[config.mk]
export PLATFORM = sky130hd
export DESIGN_NAME = dm_handover_responder_flat
export DESIGN_NICKNAME = d
export VERILOG_FILES = /design/src/rtl/dm_handover_responder_if.sv /design/src/rtl/dm_handover_responder.sv /design/src/flat_wrapper.sv
export SDC_FILE = /design/constraint.sdc
export NUM_CORES = 1
export LEC_CHECK = 0
export BUFFER_PORTS_ARGS = -buffer_cell sky130_fd_sc_hd__buf_2
export CAP_MARGIN = 20
export CORE_MARGIN = 3
export CORE_UTILIZATION = 35
export DETAILED_ROUTE_END_ITERATION = 10
export GPL_TIMING_DRIVEN = 0
export SYNTH_ARGS = -nofsm -noshare
export SYNTH_HDL_FRONTEND = slang
export SYNTH_SLANG_ARGS = --single-unit
export TNS_END_PERCENT = 50
[constraint.sdc]
create_clock -name clk -period 7.3 [get_ports clk]
set_input_delay 0.365 -clock clk [delete_from_list [all_inputs] [get_ports clk]]
set_output_delay 0.365 -clock clk [all_outputs]
set_load 0.01 [all_outputs]
[src/rtl/dm_handover_responder_if.sv]
// Bundle between the base stations (master) and the mobile-device responder (slave).
// Carries quality measurements, request/respond handshakes, downlink data and DM answers.
interface dm_handover_responder_if #(
    parameter int SQ_W   = 8,
    parameter int DATA_W = 8
);
    logic [SQ_W-1:0]       sq_bs1;
    logic [SQ_W-1:0]       sq_bs2;
    logic [SQ_W-1:0]       sq_bs3;
    logic                  sq_valid;
    logic [2:0]            bs_request;
    logic [2:0]            bs_respond;
    logic [3*DATA_W-1:0]   bs_data;

    logic [SQ_W-1:0]       dm_sq;
    logic [1:0]            dm_target;
    logic                  dm_target_valid;
    logic [1:0]            serving;
    logic [DATA_W-1:0]     dm_data;
    logic                  dm_data_valid;
    logic                  ho_fail;

    modport master (
        output sq_bs1, sq_bs2, sq_bs3, sq_valid, bs_request, bs_respond, bs_data,
        input  dm_sq, dm_target, dm_target_valid, serving, dm_data, dm_data_valid, ho_fail
    );

    modport slave (
        input  sq_bs1, sq_bs2, sq_bs3, sq_valid, bs_request, bs_respond, bs_data,
        output dm_sq, dm_target, dm_target_valid, serving, dm_data, dm_data_valid, ho_fail
    );
endinterface

[src/rtl/dm_handover_responder.sv]
// DM-side handover responder: tracks serving BS, picks handover target, forwards downlink data.
// Target answer 2 cycles after request; BS side waits while dm_target = 3. Stats under HO_STATS_EN.
module dm_handover_responder #(
    parameter int SQ_W       = 8,
    parameter int DATA_W     = 8,
    parameter int HYST       = 8,
    parameter int HO_TIMEOUT = 64
) (
    input  logic clk,
    input  logic reset,
    dm_handover_responder_if.slave bus
`ifdef HO_STATS_EN
    ,
    output logic [15:0] ho_count,
    output logic [15:0] ho_fail_count
`endif
);
    localparam int             CNT_W  = $clog2(HO_TIMEOUT + 1);
    localparam logic [1:0]     NONE   = 2'd3;
    localparam logic [SQ_W:0]  HYST_X = (SQ_W+1)'(HYST);

    typedef enum logic [2:0] {SEARCH, ATTACHED, EVALUATE, ANSWER, HANDOVER} state_t;

    state_t                  state;
    logic [2:0][SQ_W-1:0]    sq_r;
    logic [2:0][SQ_W-1:0]    sq_nxt;
    logic [3:0][SQ_W-1:0]    sq_r4;
    logic [3:0][SQ_W-1:0]    sq_n4;
    logic [3:0][DATA_W-1:0]  data4;
    logic [3:0]              resp4;
    logic [3:0]              req4;
    logic [CNT_W-1:0]        cnt;
    logic [1:0]              first_resp;
    logic [1:0]              cand_a;
    logic [1:0]              cand_b;
    logic [1:0]              cand;
    logic [1:0]              eval_target;
    logic [1:0]              serving_nxt;
    logic                    better;
    logic                    drop;
    logic                    ho_ok;
    logic                    ho_to;

    // Index 3 (NONE) maps to zero quality / zero data / no handshake.
    assign sq_nxt     = bus.sq_valid ? {bus.sq_bs3, bus.sq_bs2, bus.sq_bs1} : sq_r;
    assign sq_r4      = {{SQ_W{1'b0}}, sq_r};
    assign sq_n4      = {{SQ_W{1'b0}}, sq_nxt};
    assign data4      = {{DATA_W{1'b0}}, bus.bs_data};
    assign resp4      = {1'b0, bus.bs_respond};
    assign req4       = {1'b0, bus.bs_request};
    assign first_resp = bus.bs_respond[0] ? 2'd0 : (bus.bs_respond[1] ? 2'd1 : 2'd2);

    always_comb begin
        cand_a = 2'd0;
        cand_b = 2'd1;
        case (bus.serving)
            2'd0:    begin cand_a = 2'd1; cand_b = 2'd2; end
            2'd1:    begin cand_a = 2'd0; cand_b = 2'd2; end
            default: ;
        endcase
    end

    // cand_a < cand_b, so strict compare hands ties to the lower index.
    assign cand        = (sq_r4[cand_b] > sq_r4[cand_a]) ? cand_b : cand_a;
    assign better      = {1'b0, sq_r4[cand]} > ({1'b0, sq_r4[bus.serving]} + HYST_X);
    assign eval_target = better ? cand : bus.serving;

    assign drop  = (state == ATTACHED) && !resp4[bus.serving];
    assign ho_ok = (state == HANDOVER) && resp4[bus.dm_target];
    assign ho_to = (state == HANDOVER) && !ho_ok && (cnt <= CNT_W'(1));

    always_comb begin
        serving_nxt = bus.serving;
        if ((state == SEARCH) && (|bus.bs_respond)) serving_nxt = first_resp;
        else if (drop)                              serving_nxt = NONE;
        else if (ho_ok)                             serving_nxt = bus.dm_target;
        else if (ho_to && !resp4[bus.serving])      serving_nxt = NONE;
    end

    always_ff @(posedge clk or posedge reset) begin
        if (reset) begin
            state               <= SEARCH;
            sq_r                <= '0;
            cnt                 <= '0;
            bus.serving         <= NONE;
            bus.dm_sq           <= '0;
            bus.dm_target       <= NONE;
            bus.dm_target_valid <= 1'b0;
            bus.dm_data         <= '0;
            bus.dm_data_valid   <= 1'b0;
            bus.ho_fail         <= 1'b0;
`ifdef HO_STATS_EN
            ho_count            <= '0;
            ho_fail_count       <= '0;
`endif
        end else begin
            sq_r        <= sq_nxt;
            bus.serving <= serving_nxt;
            bus.dm_sq   <= sq_n4[serving_nxt];
            bus.ho_fail <= 1'b0;
            // Keyed on the next serving index so a new BS's data lands the cycle it takes over.
            if ((serving_nxt != NONE) && resp4[serving_nxt]) begin
                bus.dm_data       <= data4[serving_nxt];
                bus.dm_data_valid <= 1'b1;
            end else begin
                bus.dm_data_valid <= 1'b0;
            end

            case (state)
                SEARCH: if (|bus.bs_respond) state <= ATTACHED;
                ATTACHED: begin
                    if (drop)                       state <= SEARCH;
                    else if (req4[bus.serving])     state <= EVALUATE;
                end
                EVALUATE: begin
                    bus.dm_target       <= eval_target;
                    bus.dm_target_valid <= 1'b1;
                    state               <= ANSWER;
                end
                ANSWER: begin
                    if (!req4[bus.serving]) begin
                        bus.dm_target_valid <= 1'b0;
                        if (bus.dm_target == bus.serving) begin
                            bus.dm_target <= NONE;
                            state         <= ATTACHED;
                        end else begin
                            cnt   <= CNT_W'(HO_TIMEOUT);
                            state <= HANDOVER;
                        end
                    end
                end
                HANDOVER: begin
                    if (ho_ok) begin
                        bus.dm_target <= NONE;
                        state         <= ATTACHED;
`ifdef HO_STATS_EN
                        if (ho_count != 16'hFFFF) ho_count <= ho_count + 16'd1;
`endif
                    end else if (ho_to) begin
                        bus.ho_fail   <= 1'b1;
                        bus.dm_target <= NONE;
                        cnt           <= '0;
                        state         <= resp4[bus.serving] ? ATTACHED : SEARCH;
`ifdef HO_STATS_EN
                        if (ho_fail_count != 16'hFFFF) ho_fail_count <= ho_fail_count + 16'd1;
`endif
                    end else begin
                        cnt <= cnt - CNT_W'(1);
                    end
                end
                default: state <= SEARCH;
            endcase
        end
    end
endmodule

[src/flat_wrapper.sv]
// flat-port wrapper written by rule: the top's interface ports become plain ports
module dm_handover_responder_flat 
#(
    parameter int SQ_W       = 8,
    parameter int DATA_W     = 8,
    parameter int HYST       = 8,
    parameter int HO_TIMEOUT = 64
)
  (clk, reset, bus_sq_bs1, bus_sq_bs2, bus_sq_bs3, bus_sq_valid, bus_bs_request, bus_bs_respond, bus_bs_data, bus_dm_sq, bus_dm_target, bus_dm_target_valid, bus_serving, bus_dm_data, bus_dm_data_valid, bus_ho_fail);
  dm_handover_responder_if #(.SQ_W(SQ_W), .DATA_W(DATA_W)) bus_i ();
  input  logic clk;
  input  logic reset;
  input wire logic [$bits(bus_i.sq_bs1)-1:0] bus_sq_bs1;
  input wire logic [$bits(bus_i.sq_bs2)-1:0] bus_sq_bs2;
  input wire logic [$bits(bus_i.sq_bs3)-1:0] bus_sq_bs3;
  input wire logic [$bits(bus_i.sq_valid)-1:0] bus_sq_valid;
  input wire logic [$bits(bus_i.bs_request)-1:0] bus_bs_request;
  input wire logic [$bits(bus_i.bs_respond)-1:0] bus_bs_respond;
  input wire logic [$bits(bus_i.bs_data)-1:0] bus_bs_data;
  output wire logic [$bits(bus_i.dm_sq)-1:0] bus_dm_sq;
  output wire logic [$bits(bus_i.dm_target)-1:0] bus_dm_target;
  output wire logic [$bits(bus_i.dm_target_valid)-1:0] bus_dm_target_valid;
  output wire logic [$bits(bus_i.serving)-1:0] bus_serving;
  output wire logic [$bits(bus_i.dm_data)-1:0] bus_dm_data;
  output wire logic [$bits(bus_i.dm_data_valid)-1:0] bus_dm_data_valid;
  output wire logic [$bits(bus_i.ho_fail)-1:0] bus_ho_fail;
  assign bus_i.sq_bs1 = bus_sq_bs1;
  assign bus_i.sq_bs2 = bus_sq_bs2;
  assign bus_i.sq_bs3 = bus_sq_bs3;
  assign bus_i.sq_valid = bus_sq_valid;
  assign bus_i.bs_request = bus_bs_request;
  assign bus_i.bs_respond = bus_bs_respond;
  assign bus_i.bs_data = bus_bs_data;
  assign bus_dm_sq = bus_i.dm_sq;
  assign bus_dm_target = bus_i.dm_target;
  assign bus_dm_target_valid = bus_i.dm_target_valid;
  assign bus_serving = bus_i.serving;
  assign bus_dm_data = bus_i.dm_data;
  assign bus_dm_data_valid = bus_i.dm_data_valid;
  assign bus_ho_fail = bus_i.ho_fail;
  dm_handover_responder #(.SQ_W(SQ_W), .DATA_W(DATA_W), .HYST(HYST), .HO_TIMEOUT(HO_TIMEOUT)) u_core (.clk(clk), .reset(reset), .bus(bus_i));
endmodule
-- Word-level counts from Yosys, hierarchy flattened
Cells that the tools add are included.
- input bits: 57
- bits in writable memories: 0
- latch bits: 0
- memories kept: 0
- bits in read-only memories: 0
- bits in registers: 57
- shift operators: 0
- multiply operators: 0
- divide/modulo/power cells: 0
- equal/unequal tests: 14
- $lt $le $gt $ge: 9
- $add $sub $neg: 2
- bitwise gates (word level): 0
- reduce and logical (&&, ||, !) cells: 20
- multiplexer cells: 56
- operators with widths (operator ; number):
    binary-select mux 8 bit (select 2 bit) ; 6
    2-to-1 mux 8 bit ; 6
    2-to-1 mux 7 bit ; 4
    2-to-1 mux 2 bit ; 13
    2-to-1 mux 24 bit ; 1
    2-to-1 mux 3 bit ; 7
    less-than comparator 2 x 3 -> 1 bit, second input constant ; 5
    case mux 3 bit (5 select lines) ; 1
    case mux 7 bit (2 select lines) ; 1
    AND reduction 4 bit ; 3
    2-to-1 mux 1 bit ; 11
    != test 2 bit, second input constant ; 5
    adder 8 x 4 -> 9 bit, second input constant ; 1
    greater-than comparator 8 x 9 -> 1 bit ; 1
    binary-select mux 1 bit (select 2 bit) ; 4
    greater-than comparator 8 bit ; 1
    less-or-equal comparator 7 x 1 -> 1 bit, second input constant ; 1
    logical AND 1 bit ; 7
    subtractor 7 x 1 -> 7 bit, second input constant ; 1
    == test 3 x 2 -> 1 bit, second input constant ; 2
    case mux 2 bit (3 select lines) ; 1
    nonzero test 2 bit ; 2
    == test 3 x 1 -> 1 bit, second input constant ; 1
    == test 3 bit, second input constant ; 1
    other kinds (14) ; 15

-- Depth between registers and ports, before layout
Gate-level depths: netlist (run 1).
- word-level depth: 15
- depth in mapped cells: 24
- gate-level depth less buffers: 19

-- Worst setup path after synthesis (run 1)
No wires, ideal clock.
- path kind: register to register
- start point: register u_core.bus.serving[1]
- end point: register u_core.bus.dm_target[1]
- arrival: 5074 ps
- library setup time: 60 ps
- path slack: 2166 ps
- stages on the path, launching flop included: 24
- path buffers: 5
- cells stage by stage: dfstp_2 > buf_6 > clkbuf_1 > or2_2 > clkbuf_1 > buf_1 > mux2i_1 > ha_1 > nor2b_1 > o21a_1 > o21a_1 > o21bai_1 > a21o_1 > clkbuf_1 > mux4_2 > a31o_2 > ha_1 > nand3_1 > a21oi_1 > o31a_1 > o211ai_1 > a21oi_1 > mux2i_1 > o22a_1
- longest elaborated chain between the ends: 12
- elaborated cells on any way between the ends: 25
- RTL lines (what ; RTL line ; text):
    start: declaration ; dm_handover_responder_if.sv:30 ; output dm_sq, dm_target, dm_target_valid, serving, dm_data, dm_data_valid, ho_fail
    start signal: assignment ; dm_handover_responder.sv:98 ; bus.serving <= serving_nxt;
    == test 2 x 1 -> 1 bit / logical NOT 2 bit (equally long branches) ; dm_handover_responder.sv:56 ; case (bus.serving)
    OR reduction 2 bit (no source line) ; -- ;
    2-to-1 mux 2 bit ; dm_handover_responder.sv:56 ;
    binary-select mux 8 bit (select 2 bit) ; dm_handover_responder.sv:64 ; assign cand = (sq_r4[cand_b] > sq_r4[cand_a]) ? cand_b : cand_a;
    2-to-1 mux 8 bit (not written as such) ; dm_handover_responder.sv:64 ;
    greater-than comparator 8 bit ; dm_handover_responder.sv:64 ;
    2-to-1 mux 2 bit ; dm_handover_responder.sv:64 ;
    binary-select mux 8 bit (select 2 bit) ; dm_handover_responder.sv:65 ; assign better = {1'b0, sq_r4[cand]} > ({1'b0, sq_r4[bus.serving]} + HYST_X);
    2-to-1 mux 8 bit (not written as such) ; dm_handover_responder.sv:65 ;
    greater-than comparator 8 x 9 -> 1 bit ; dm_handover_responder.sv:65 ;
    2-to-1 mux 2 bit ; dm_handover_responder.sv:66 ; assign eval_target = better ? cand : bus.serving;
    case mux 2 bit (3 select lines) ; dm_handover_responder.sv:109 ; case (state)
    end signal: assignment ; dm_handover_responder.sv:116 ; bus.dm_target <= eval_target;
    end: declaration ; dm_handover_responder_if.sv:30 ;
Parallel ways exist; a longest one is shown, timed or not. The select of a mux whose other input is x is not followed.
A chain may end at the register's enable or synchronous reset.

-- Final worst setup path (run 1)
Same ends and word-level chain as after synthesis.

==> results.md, run 1 <==
- Synth-to-layout area growth: 21.7%
- Max Fanout on Critical Path: 10
- WP buf/inv: 5
- Critical path required time: 7.58 ns
- Longest Clk Path Bufs: 2
- Core area: 11000 sq um
- DRC: 0
- Gate power share: 60.2%
- Asr flop ratio synth: 100%
- Syn Std Cell Area: 4000 sq um
- Hold Crit Class: primary input to asynchronous set/reset pin
- Cell repeated most along the worst path: clkbuf_1
- Port Buffer Count: 78
- Syn. warnings: 0
- Synth top area share: 33.1%
- Crit. End Element: flip-flop
- Clk_lat worst skew: 0.33 ns
- Setup violations, final: 0
- Tmin final: 5.96 ns
- TritonCTS Buffers: 9
- Post-synthesis mux area share: 23.9%
- Primary FF master, synth: dfrtp_1
- TritonCTS clock tree: yes
- Drt via density: 5.34
- Die Span X: 113 microns
- Proportion of layout cells with a drive suffix above 1: 36.0%
- Reg clk slew, reported paths: 0.06 ns
- CP arrival: 6.24 ns
- Net Count, Synth: 451
- Detailed Route Iter0 Violations: 160
- Adder-cell share of the synthesized area: 5.94%
- Crit path max-delay family: buffers and inverters
- Netlist cell types: 64
- HPWL Detailed: 7.48 mm
- Syn Inst Count: 375
- Area of the die: 12800 sq um
- Worst VDD drop: 0.206 mV
- # diodes: 0
- Avg Inst Size Synth: 10.7 sq um
- Worst slew pin tran: 0.717 ns
- Initial antenna violation count: 0
- Root Buffer: clkbuf_16
- Total power per unit cell area: 458 nW/um^2
- Max transition margin: 52.2%
- Routed length per placed instance: 16.4 microns
- Rows: 38
- Total gr overflow: 0
- Synth top area cells: dfrtp_1, mux2i_1, mux2_2, ha_1, o2bb2ai_1
- Clock sink total: 57
- Register bit total from synthesis: 57
- Final nets: 541
- Outcome: completed
- Total chip power: 0.00223 W
- H-tree depth: 3
- Sw Share: 42.2%
- Die Ht: 113 microns
- Synth Area in XOR/XNOR: 2.19%
- Buffer count from post-CTS setup fixing: 0
- Max cap viols: 0
- Via count: 3260
- Cells along the critical path: buf_6 > clkbuf_1 > or2_2 > clkbuf_1 > buf_1 > mux2i_1 > ha_1 > nor2b_1 > o21a_1 > o21a_1 > o21bai_1 > a21o_1 > clkbuf_1 > mux4_2 > a31o_2 > ha_1 > nand3_1 > a21oi_1 > o31a_1 > o211ai_1 > a21oi_1 > mux2i_1 > o22a_1
- DR pass1 iterations: 4
- Number of global-route vias before repair: 3369
- Initial Util: 36.3%
- Sequential power share: 21.9%
- Compound-Gate Fraction of Synth Area: 16.2%
- Total Routing Usage GR: 16.4%
- Main combinational cell family by area after synthesis: multiplexers
- Post-synthesis sequential area ratio: 35.8%
- Hold Vio Cnt, Final: 0
- RSZ-0062 raised after global routing: false
- First-pass GRT wire length: 16.8 mm
- Routability cong.: 0.892
- Simple logic cell fraction of the synthesized area: 12.3%
- Largest net degree at the start of global routing: 33
- CP Class: flip-flop to flip-flop
- P_sw: 0.000942 W
- Cell Int Power: 0.00129 W
- Clock power share: 17.9%
- Synth area leader: dfrtp_1
- Highest clock rate: 0.168 GHz
- IO Pins: 80
- # resized after CTS: 0
- Leakage power: 2.31 nW
- Fin. max-slew vios: 0
- Worst setup SP type: flip-flop
- Setup tns final: 0 ns
- Hold buffers post-CTS: 0
- EDFF count, synth: 0
- CP max stage cell: buf_1
- Max stage delay on crit path: 0.56 ns
- Final period util: 81.7%
- Clock skew: 0.00494 ns
- Antenna Nets Post-Route: 0
- Final wirelength: 10.0 mm
[synth_stat cells, types with 4 or more instances]
master      n
dfrtp_1    53
o2bb2ai_1  14
mux2i_1    44
nor2_1     27
dfstp_2     4
nand2_1    11
a21o_1      4
a21oi_1    12
ha_1       19
nor2b_1     5
clkbuf_1    9
nand2b_1   11
o21ai_0    14
xnor2_1     5
inv_1       9
xor2_1      5
mux2_2     32
nand3_1    12
o21a_1      4
a31oi_1     7
mux2_4      8
buf_2       7
[placed cells by master (no fill, tap or decap), types with 7 or more instances in the layout]
master,n
mux2_2,32
inv_1,8
mux2i_1,44
o2bb2ai_1,14
o21ai_0,14
ha_1,19
mux2_4,8
a31oi_1,7
clkbuf_16,9
clkbuf_1,9
nand2b_1,11
nand3_1,12
a21oi_1,12
nand2_1,11
nor2_1,27
dfrtp_1,53
buf_2,85
[layer usage]
metal / track usage [%] / vias to the layer above / part of all wire [%]
li1: - / 1573 / -
met1: 21.7 / 1599 / 47
met2: 26.3 / 75 / 47
met3: 3.58 / 13 / 4.1
met4: 6.09 / 0 / 1.9
met5: 0 / - / 0
[final timing paths]
path,slack [ns],start,end,cells after the start
max,1.34,u_core.bus.serving[1],u_core.bus.dm_target[1],23
min,0.1,reset,u_core.bus.dm_data[2],2
max reg2reg,1.34,u_core.bus.serving[1],u_core.bus.dm_target[1],23
min reg2reg,0.50,u_core.bus.dm_target_valid,u_core.bus.dm_target_valid,2
max in group asynchronous,6.63,reset,u_core.bus.dm_sq[2],3
min in group clk,0.28,bus_sq_bs3[1],u_core.sq_r[17],2
[cell type report]
cell class              instances  area, sq um
fillers                      1079         6160
multi-input cells             287         2420
flip-flops and latches         57         1430
repair buffers                 79          410
clock buffers                  11          253
well taps                     140          175
plain buffers                  21          110
inverters                      10         37.5
clock inverters                 5         30.0
[power by group through the flow]
stage	Combinational, W	Sequential (W)	Clock (W)
floorplan	0.00101	0.000509	0
global placement	0.00132	0.000491	0
detailed placement	0.00134	0.000494	0
CTS	0.00135	0.000490	0.000405
global route	0.00150	0.000503	0.000419
finish	0.00134	0.000490	0.000399
[flip-flops by register name, summed over array words and instances (netlist names)]
register	flops
u_core.cnt	7
u_core.bus.dm_data_valid	1
u_core.state	3
u_core.bus.dm_target_valid	1
u_core.sq_r	24
u_core.bus.serving	2
u_core.bus.ho_fail	1
u_core.bus.dm_target	2
u_core.bus.dm_data	8
u_core.bus.dm_sq	8
[logic make-up (layout without fill, tap and decap cells)]
logic type / count (synthesis) / in the layout
AND/OR/NAND/NOR: 88 / 88
multiplexers: 86 / 86
AO/OA/AOI/OAI: 84 / 84
flip-flops: 57 / 57
buffers and inverters: 31 / 126
adder cells (fa/ha/maj): 19 / 19
XOR/XNOR: 10 / 10
[stage by stage]
step	std cells	setup WS [ns]	hold WS (ns)	cell area (sq um)	utilization, %
after detailed placement	594	1.40	0.467	4590	41.6
after CTS	610	1.35	0.110	4870	44.2
after global placement	593	1.46	0.489	4570	41.4
after global routing	610	0.863	0.146	4870	44.2
after floorplan	375	2.17	0.473	4000	-
final	610	1.34	0.0951	4870	44.2
No activity file was read; power rests on OpenSTA's default activity.
==> inputs of run 2 (changes only) <==
Clock period 7.3 ns to 5.35 ns, I/O delays scaled along.
==> run 2 against run 1 <==
  * Flip-flop and latch count did not move
  * Maximum frequency rose by 20%
  * Worst hold slack got worse by 0.094 ns
  * Critical endpoint unchanged
  * Highest routed layer unchanged
==> results.md, run 2 (synthesis results as in run 1) <==
- Reg clk slew, reported paths: 0.06 ns (about the same)
- Clock skew: 0.00560 ns (+0.000660 ns)
- Leakage power: 2.31 nW (about the same)
- CP Class: flip-flop to flip-flop
- Total Routing Usage GR: 16.2% (-0.16 points)
- Via count: 3258 (-0.061%)
- Outcome: completed
- Final wirelength: 10.0 mm (about the same)
- Area of the die: 12800 sq um (unchanged)
- Initial Util: 36.3% (unchanged)
- Initial antenna violation count: 0 (unchanged)
- Routed length per placed instance: 16.5 microns (+0.47%)
- Final nets: 538 (-0.55%)
- Detailed Route Iter0 Violations: 170 (+6.3%)
- Max Fanout on Critical Path: 19 (+9)
- Highest clock rate: 0.201 GHz (+20%)
- Antenna Nets Post-Route: 0 (unchanged)
- Clock sink total: 57 (unchanged)
- # diodes: 0 (unchanged)
- Max reg flops: 24 (unchanged)
- Critical path required time: 5.63 ns (-1.95 ns)
- Number of global-route vias before repair: 3352 (-0.50%)
- Worst slew pin tran: 0.710 ns (-0.00720 ns)
- Commonest non-fill, non-tap cell in the layout: buf_2
- Placed cell area: 4590 sq um (unchanged)
- Fin. max-slew vios: 0 (unchanged)
- Hold Vio Cnt, Final: 0 (unchanged)
- IO Pins: 80 (unchanged)
- Die Span X: 113 microns (unchanged)
- Largest Register: u_core.sq_r
- Die Ht: 113 microns (unchanged)
- CP arrival: 5.24 ns (-1.00 ns)
- Total gr overflow: 0 (unchanged)
- Max transition margin: 52.7% (+0.48 points)
- Tmin final: 4.96 ns (-0.998 ns)
- Synth-to-layout area growth: 21.6%
- Final Util: 44.1% (-0.045 points)
- Hold buffers post-CTS: 0 (unchanged)
- Total power per unit cell area: 625 nW/um^2 (+36%)
- Largest net degree at the start of global routing: 33 (unchanged)
- Crit. End Element: flip-flop
- Drt via density: 5.37 (+0.43%)
- Clk_lat worst skew: 0.33 ns (about the same)
- Hold Crit Class: primary input to asynchronous set/reset pin
- Largest regs: u_core.sq_r x24, u_core.bus.dm_data x8, u_core.bus.dm_sq x8
- Buffer count from post-CTS setup fixing: 0 (unchanged)
- Routability cong.: 0.892 (unchanged)
- H-tree depth: 3 (unchanged)
- HPWL Detailed: 7.48 mm (unchanged)
- Finished Cell Area: 4870 sq um (-0.10%)
- RSZ-0062 raised after global routing: false
- Port Buffer Count: 78 (unchanged)
- DRC: 0 (unchanged)
- DR pass1 iterations: 5 (+1)
- First-pass GRT wire length: 16.6 mm (-0.78%)
- Final period util: 92.8% (+11 points)
- Worst setup SP type: flip-flop
- Core area: 11000 sq um (unchanged)
- Commonest cells after routing, fill and taps aside: buf_2, dfrtp_1, mux2i_1
- Rows: 38 (unchanged)
- Proportion of layout cells with a drive suffix above 1: 36.8% (+0.87 points)
- Max cap viols: 0 (unchanged)
- TritonCTS clock tree: yes
- Longest Clk Path Bufs: 2 (unchanged)
- TritonCTS Buffers: 9 (unchanged)
- Worst VDD drop: 0.283 mV (+37%)
- Root Buffer: clkbuf_16
- Setup violations, final: 0 (unchanged)
==> run 2: cell count changes in the layout (fill, tap and decap cells not counted) <==
cell / change
clkbuf_1: -4
a21o_2: +1
clkbuf_2: +1
clkbuf_4: +1
a21o_1: -1
buf_1: -1
==> run 2: path summary, 6_finish.rpt <==
path                                       startpoint                         end  slack [ns]  cells past startpoint
setup / recovery                u_core.bus.serving[0]     u_core.bus.dm_target[1]        0.39                     21
hold / removal                                  reset       u_core.bus.dm_data[2]       0.001                      2
setup reg to reg                u_core.bus.serving[0]     u_core.bus.dm_target[1]        0.39                     21
hold reg to reg            u_core.bus.dm_target_valid  u_core.bus.dm_target_valid        0.50                      2
max in group asynchronous                       reset         u_core.bus.dm_sq[2]        4.77                      3
min in group clk                        bus_sq_bs2[1]              u_core.sq_r[9]        0.19                      2
==> run 2: routing by layer <==
layer / GRT usage [%] / vias to the layer above / wire [microns]
met5: 0 / - / 0
met4: 6.09 / 0 / 160
met3: 3.58 / 11 / 375
met2: 25.9 / 72 / 4730
met1: 21.6 / 1601 / 4740
li1: - / 1574 / -
==> run 2: area by class of cell <==
cell class	count	area [sq um]
clock inverters	5	30.0
multi-input cells	287	2420
plain buffers	18	104
clock buffers	11	253
repair buffers	79	410
well taps	140	175
inverters	10	37.5
flip-flops and latches	57	1430
fillers	1080	6160
==> run 2: report_power, final <==
group          switching [W]  total, W  internal [W]
Combinational       0.000979   0.00183      0.000850
Clock               0.000207  0.000542      0.000335
Sequential         0.0000964  0.000669      0.000573
==> run 2: what timing repair did <==
item	CTS	global route
gates resized for setup	1	4
endpoints found under the setup margin	2	2
endpoints found under the hold margin	0	0
==> run 2: per-stage QoR <==
stage | TNS, ns | setup slack [ns] | std cells | hold WS, ns | total power (W)
3_5_place_dp | -1.07 | -0.553 | 594 | 0.369 | 0.00251
4_1_cts | 0 | 0.00724 | 608 | 0.0128 | 0.00306
3_3_place_gp | -0.942 | -0.494 | 593 | 0.489 | 0.00247
6_report | 0 | 0.386 | 607 | 0.00147 | 0.00304
5_1_grt | 0 | 0.0434 | 607 | 0.0480 | 0.00329
2_1_floorplan | 0 | 0.216 | 375 | 0.435 | 0.00207
==> run 2: worst max-delay path, stage by stage, from the launching register on <==
cell      delay [ns]
dfstp_2         0.52
clkbuf_4        0.28
or2_2           0.16
clkbuf_1        0.21
buf_2           0.34
mux2i_1         0.25
ha_1            0.27
nor2b_1         0.14
o21a_1          0.16
o21a_1          0.16
o21bai_1        0.21
a21o_2          0.30
mux4_2          0.32
a31o_2          0.23
ha_1            0.27
nand3_1         0.07
a21oi_1         0.15
o31a_1          0.15
o211ai_1        0.09
a21oi_1         0.26
mux2i_1         0.24
o22a_1          0.14
